### src/rtl/frame_pass_sequencer.sv
// rtl/frame_pass_sequencer.sv - frame-triggered multi-pass sequencer with ping-pong result banks
module frame_pass_sequencer #(
  parameter int NUM_PASSES = 2,
  parameter int TIMEOUT_W  = 20,
  parameter int FCNT_W     = 8
) (
  input  logic                  clk_i,
  input  logic                  rst_i,
  input  logic [1:0]            mode_i,
  input  logic                  trigger_i,
  input  logic                  frame_done_i,
  input  logic                  vsync_i,
  input  logic [NUM_PASSES-1:0] pass_done_i,
  output logic [NUM_PASSES-1:0] pass_rst_o,
  output logic [NUM_PASSES-1:0] pass_en_o,
  output logic [2:0]            active_pass_o,
  output logic                  wr_bank_o,
  output logic [1:0]            disp_sel_o,
  output logic                  busy_o,
  output logic                  seq_done_o,
  output logic                  timeout_o,
  output logic [FCNT_W-1:0]     frame_cnt_o
);

  typedef enum logic [2:0] {
    IDLE_LIVE, WAIT_FRAME, PASS_RST, PASS_RUN, PASS_CLR, SWAP, HOLD
  } state_t;

  state_t                state, state_nx;
  logic [2:0]            k, k_nx;
  logic                  wr_bank, wr_bank_nx;
  logic                  result_valid, result_valid_nx;
  logic                  abort, abort_nx;
  logic                  timeout, timeout_nx;
  logic [TIMEOUT_W-1:0]  watchdog, watchdog_nx;
  logic [FCNT_W-1:0]     frame_cnt, frame_cnt_nx;
  logic [NUM_PASSES-1:0] k_sel;
  logic                  mode_cont, mode_single, mode_live;

  assign mode_cont   = (mode_i == 2'b01);
  assign mode_single = (mode_i == 2'b10);
  assign mode_live   = (mode_i == 2'b00) || (mode_i == 2'b11);
  assign k_sel       = NUM_PASSES'(1) << k;

  always_ff @(posedge clk_i) begin
    if (rst_i) begin
      state        <= IDLE_LIVE;
      k            <= 3'd0;
      wr_bank      <= 1'b0;
      result_valid <= 1'b0;
      abort        <= 1'b0;
      timeout      <= 1'b0;
      watchdog     <= '0;
      frame_cnt    <= '0;
    end else begin
      state        <= state_nx;
      k            <= k_nx;
      wr_bank      <= wr_bank_nx;
      result_valid <= result_valid_nx;
      abort        <= abort_nx;
      timeout      <= timeout_nx;
      watchdog     <= watchdog_nx;
      frame_cnt    <= frame_cnt_nx;
    end
  end

  always_comb begin
    state_nx        = state;
    k_nx            = k;
    wr_bank_nx      = wr_bank;
    result_valid_nx = result_valid;
    abort_nx        = abort;
    timeout_nx      = timeout;
    watchdog_nx     = watchdog;
    frame_cnt_nx    = frame_cnt;
    case (state)
      IDLE_LIVE: begin
        timeout_nx = 1'b0;
        if (mode_cont || (mode_single && trigger_i)) state_nx = WAIT_FRAME;
      end
      WAIT_FRAME: begin
        if (frame_done_i) begin
          state_nx = PASS_RST;
          k_nx     = 3'd0;
        end else if (mode_live) begin
          state_nx = IDLE_LIVE;
        end
      end
      PASS_RST: begin
        watchdog_nx = '0;
        state_nx    = PASS_RUN;
      end
      PASS_RUN: begin
        watchdog_nx = watchdog + TIMEOUT_W'(1);
        // done is checked first so it wins a tie with the watchdog
        if (|(pass_done_i & k_sel)) begin
          state_nx = PASS_CLR;
        end else if (&watchdog) begin
          abort_nx   = 1'b1;
          timeout_nx = 1'b1;
          state_nx   = PASS_CLR;
        end
      end
      PASS_CLR: begin
        if (abort) begin
          abort_nx = 1'b0;
          k_nx     = 3'd0;
          state_nx = mode_cont ? WAIT_FRAME : IDLE_LIVE;
        end else if (k < 3'(NUM_PASSES - 1)) begin
          k_nx     = k + 3'd1;
          state_nx = PASS_RST;
        end else begin
          state_nx = SWAP;
        end
      end
      SWAP: begin
        wr_bank_nx      = ~wr_bank;
        result_valid_nx = 1'b1;
        frame_cnt_nx    = frame_cnt + FCNT_W'(1);
        k_nx            = 3'd0;
        if (mode_cont)        state_nx = WAIT_FRAME;
        else if (mode_single) state_nx = HOLD;
        else                  state_nx = IDLE_LIVE;
      end
      HOLD: begin
        if (trigger_i || mode_cont) state_nx = WAIT_FRAME;
        else if (mode_live)         state_nx = IDLE_LIVE;
      end
      default: state_nx = IDLE_LIVE;
    endcase
  end

  always_comb begin
    pass_rst_o = '0;
    pass_en_o  = '0;
    seq_done_o = 1'b0;
    disp_sel_o = 2'b00;
    busy_o     = state inside {PASS_RST, PASS_RUN, PASS_CLR, SWAP};
    case (state)
      PASS_RST, PASS_CLR: pass_rst_o = k_sel;
      PASS_RUN:           pass_en_o  = vsync_i ? '0 : k_sel;
      SWAP:               seq_done_o = 1'b1;
      default: ;
    endcase
    // show the front bank only, never the one the final pass is writing
    if (state != IDLE_LIVE && result_valid) disp_sel_o = wr_bank ? 2'b01 : 2'b10;
  end

  assign active_pass_o = k;
  assign wr_bank_o     = wr_bank;
  assign timeout_o     = timeout;
  assign frame_cnt_o   = frame_cnt;

endmodule
### config.mk
export PLATFORM = sky130hd
export DESIGN_NAME = frame_pass_sequencer
export DESIGN_NICKNAME = d
export VERILOG_FILES = /design/src/rtl/frame_pass_sequencer.sv
export SDC_FILE = /design/constraint.sdc
export NUM_CORES = 1
export LEC_CHECK = 0
export BUFFER_PORTS_ARGS = -buffer_cell sky130_fd_sc_hd__buf_2
export CORE_ASPECT_RATIO = 0.9
export CORE_MARGIN = 4
export CORE_UTILIZATION = 44
export DETAILED_ROUTE_END_ITERATION = 10
export GPL_ROUTABILITY_DRIVEN = 0
export MAX_ROUTING_LAYER = met4
export PLACE_DENSITY = 0.78
export RECOVER_POWER = 100
export SLEW_MARGIN = 10
export SYNTH_ARGS = -nofsm -noshare
export SYNTH_HDL_FRONTEND = slang
export SYNTH_SLANG_ARGS = --single-unit
### constraint.sdc
create_clock -name clk_i -period 2.2 [get_ports clk_i]
set_input_delay 0.33 -clock clk_i [delete_from_list [all_inputs] [get_ports clk_i]]
set_output_delay 0.33 -clock clk_i [all_outputs]
set_load 0.1 [all_outputs]
==> out/qor.csv <==
metric;value;unit
Max H-tree Level;2;
Hold Crit Class;input pin to flip-flop;
total global routing overflow;0;
post-route setup slack;143.3;ps
via/cell ratio;5.412;
die extent in x;78.59;um
initial antenna violation count;0;
Syn-to-layout area delta;17.76;%
CTS Buf Count;5;
clock transition at the registers of the reported paths;70;ps
Mapped Cells;234;
Max Root-Sink Buffers;2;
max cap viols;0;
Setup crit start;state[2];
Final Hold Fails;0;
RSZ-0062 raised after global routing;no;
Top FF cell, synth;dfxtp_1;
clock sink count;38;
Vias;1748;
num ports;30;
slowest stage delay, CP;430;ps
Setup WS pre-CTS;147.0;ps
YS warnings;0;
post-synthesis register bit count;38;
largest net degree at the start of global routing;21;
antenna-violating nets left;0;
CTS tree;built;
Die Area;5622;um^2
mean routed wirelength per cell;12.42;um
fin cells;323;
final-report max-slew violation count;0;
buffers and inverters on the worst path;1;
worst path cell trace;inv_1 -> ha_1 -> nand4_1 -> or2_2 -> or4_1 -> a21oi_1;
Synth Net Count;250;
fin crit share;93.48;%
r2r startpoint;state[2];
Post-CTS Setup Repair Bufs;0;
final WL;4.011;mm
reg2reg end;watchdog[18];
cell family with most CP delay;simple AND/OR/NAND/NOR gates;
worst reg-to-reg path cell count;6;
Placed Cells;315;
Seq/Total Area, Yosys;38.55;%
fillers;407;
slew margin rel.;22.45;%
Yosys cell types;49;
Mean Syn Cell Area;8.432;um^2
mux contribution to synthesized area;1.649;%
ANT cells;0;
first-pass GRT wire length;6.913;mm
worst-path fanout max;8;
Peak Freq;486.2;MHz
Setup Skew;8.141;ps
Mapped Area;1973;um^2
DIE HEIGHT;71.53;um
layout cell share with drive strength beyond 1;15.59;%
Cell Pwr Density;632.9;nW/um^2
outcome;completed;
WS Path Type;flip-flop to flip-flop;
most common cell after layout, fill and taps aside;dfxtp_1;
leakage power;0.8369;nW
Synth Area in Simple Gates;27.33;%
IO Port Bufs;29;
vias in the first global route;1541;
Initial Util;46.85;%
nets;278;
CP max-delay cell;or2_2;
Crit path depth;6;
post-cts sizing count;0;
Post-CTS Hold Buffers;0;
CP endpoint;watchdog[18];
fin crit period;2057;ps
# setup viols final;0;
Worst-Margin Slew;1168;ps
XOR/XNOR Fraction of Synth Area;8.434;%
Req. time, crit path;2420;ps
Tot GR Track Use;15.58;%
CP arrival;2280;ps
drt first pass iters;4;
total negative slack;0;ps
WHS;428.6;ps
main combinational cell family by area after synthesis;simple AND/OR/NAND/NOR gates;
Worst R2R Setup Slack;140;ps
Worst IR Drop VDD;384.6;uV
Critical Path End Type;flip-flop;
initial drt markers;77;
clock root buffer;clkbuf_8;
most frequent cells in the layout;dfxtp_1 (35), nor2_1 (26), a21oi_1 (15);
Skew-Pair Late Insertion Delay;290;ps
adder-cell share of the synthesized area;4.439;%
DRC viols;0;
Post-synth ARST share;0;%
crit path launch type;flip-flop;
Core Box Area;4212;um^2
number of synthesized flops with an enable pin;0;
detailed placer's ending HPWL;2.944;mm
site row count;22;
Compound-Gate Fraction of Synth Area;14.46;%
[cell families (layout without fill, tap and decap cells)]
kind of cell,count (synthesis),count (layout)
and+or+nand+nor,99,99
AOI/OAI and AO/OA,43,43
muxes,3,3
xor gates and xnor gates,19,19
buffers and inverters,25,54
adders and majority gates,7,7
DFF,38,38
[power breakdown]
group	internal (mW)	total (mW)	switching, mW
registers	0.698	0.711	0.0125
logic	0.0638	0.211	0.147
clock network	0.316	0.549	0.233
[layer usage]
layer / global-route usage (%) / share of wire [%] / vias up
li1: - / - / 893
met1: 19.72 / 48 / 812
met2: 23.19 / 45 / 35
met3: 3.643 / 4.3 / 8
met4: 7.961 / 2.6 / 0
met5: - / 0 / -
[sequential cells by signal, indices dropped and copies added, names as in the netlist]
register,count
frame_cnt_o,8
abort,1
watchdog,20
timeout_o,1
result_valid,1
wr_bank_o,1
active_pass_o,3
state,3
[Yosys cell counts (2+ instances only)]
| cell | number | area share, % |
|---|---|---|
| a21oi_1 | 15 | 3.8 |
| nand3b_1 | 2 | 0.76 |
| nand3_1 | 9 | 2.3 |
| or4_1 | 4 | 1.5 |
| xor2_1 | 7 | 3.1 |
| and3b_1 | 2 | 0.89 |
| nand4_2 | 2 | 1.3 |
| o31ai_1 | 4 | 1.5 |
| o21ai_0 | 6 | 1.5 |
| xnor2_1 | 12 | 5.3 |
| clkbuf_1 | 7 | 1.3 |
| buf_2 | 2 | 0.51 |
| ha_1 | 7 | 4.4 |
| nor2_1 | 28 | 5.3 |
| nand4_1 | 6 | 1.9 |
| a221oi_1 | 3 | 1.3 |
| dfxtp_1 | 38 | 39 |
| and3_1 | 2 | 0.63 |
| a2111oi_0 | 2 | 0.89 |
| nor4_1 | 5 | 1.6 |
| or3_1 | 8 | 2.5 |
| inv_1 | 13 | 2.5 |
| nor3_1 | 10 | 2.5 |
| nand2_1 | 14 | 2.7 |
| a32oi_1 | 2 | 0.89 |
[worst min path at each step]
stage / startpoint / end / cells after the start
6_report: rst_i / wr_bank_o / 2
5_1_grt: rst_i / result_valid / 2
4_1_cts: rst_i / frame_cnt_o[4] / 2
3_5_place_dp: result_valid / result_valid / 2
3_3_place_gp: result_valid / result_valid / 2
2_1_floorplan: result_valid / result_valid / 2
[area by class of cell]
class	instances	area [um^2]	share of cell area, %
Tap cell	60	75.07	3.231
Multi-Input combinational cell	171	1132	48.73
Sequential cell	38	764.5	32.90
Inverter	14	52.55	2.262
Clock buffer	8	110.1	4.739
Timing Repair Buffer	32	188.9	8.131
[through the flow]
stage	area (um^2)	power, mW	utilization, %
2_1_floorplan	2033	0.8995	-
3_3_place_gp	2271	0.9411	53.92
3_5_place_dp	2271	0.9437	53.92
4_1_cts	2381	1.492	56.54
5_1_grt	2323	1.544	55.17
6_report	2323	1.471	55.17
(Power assumes the default switching activity.)
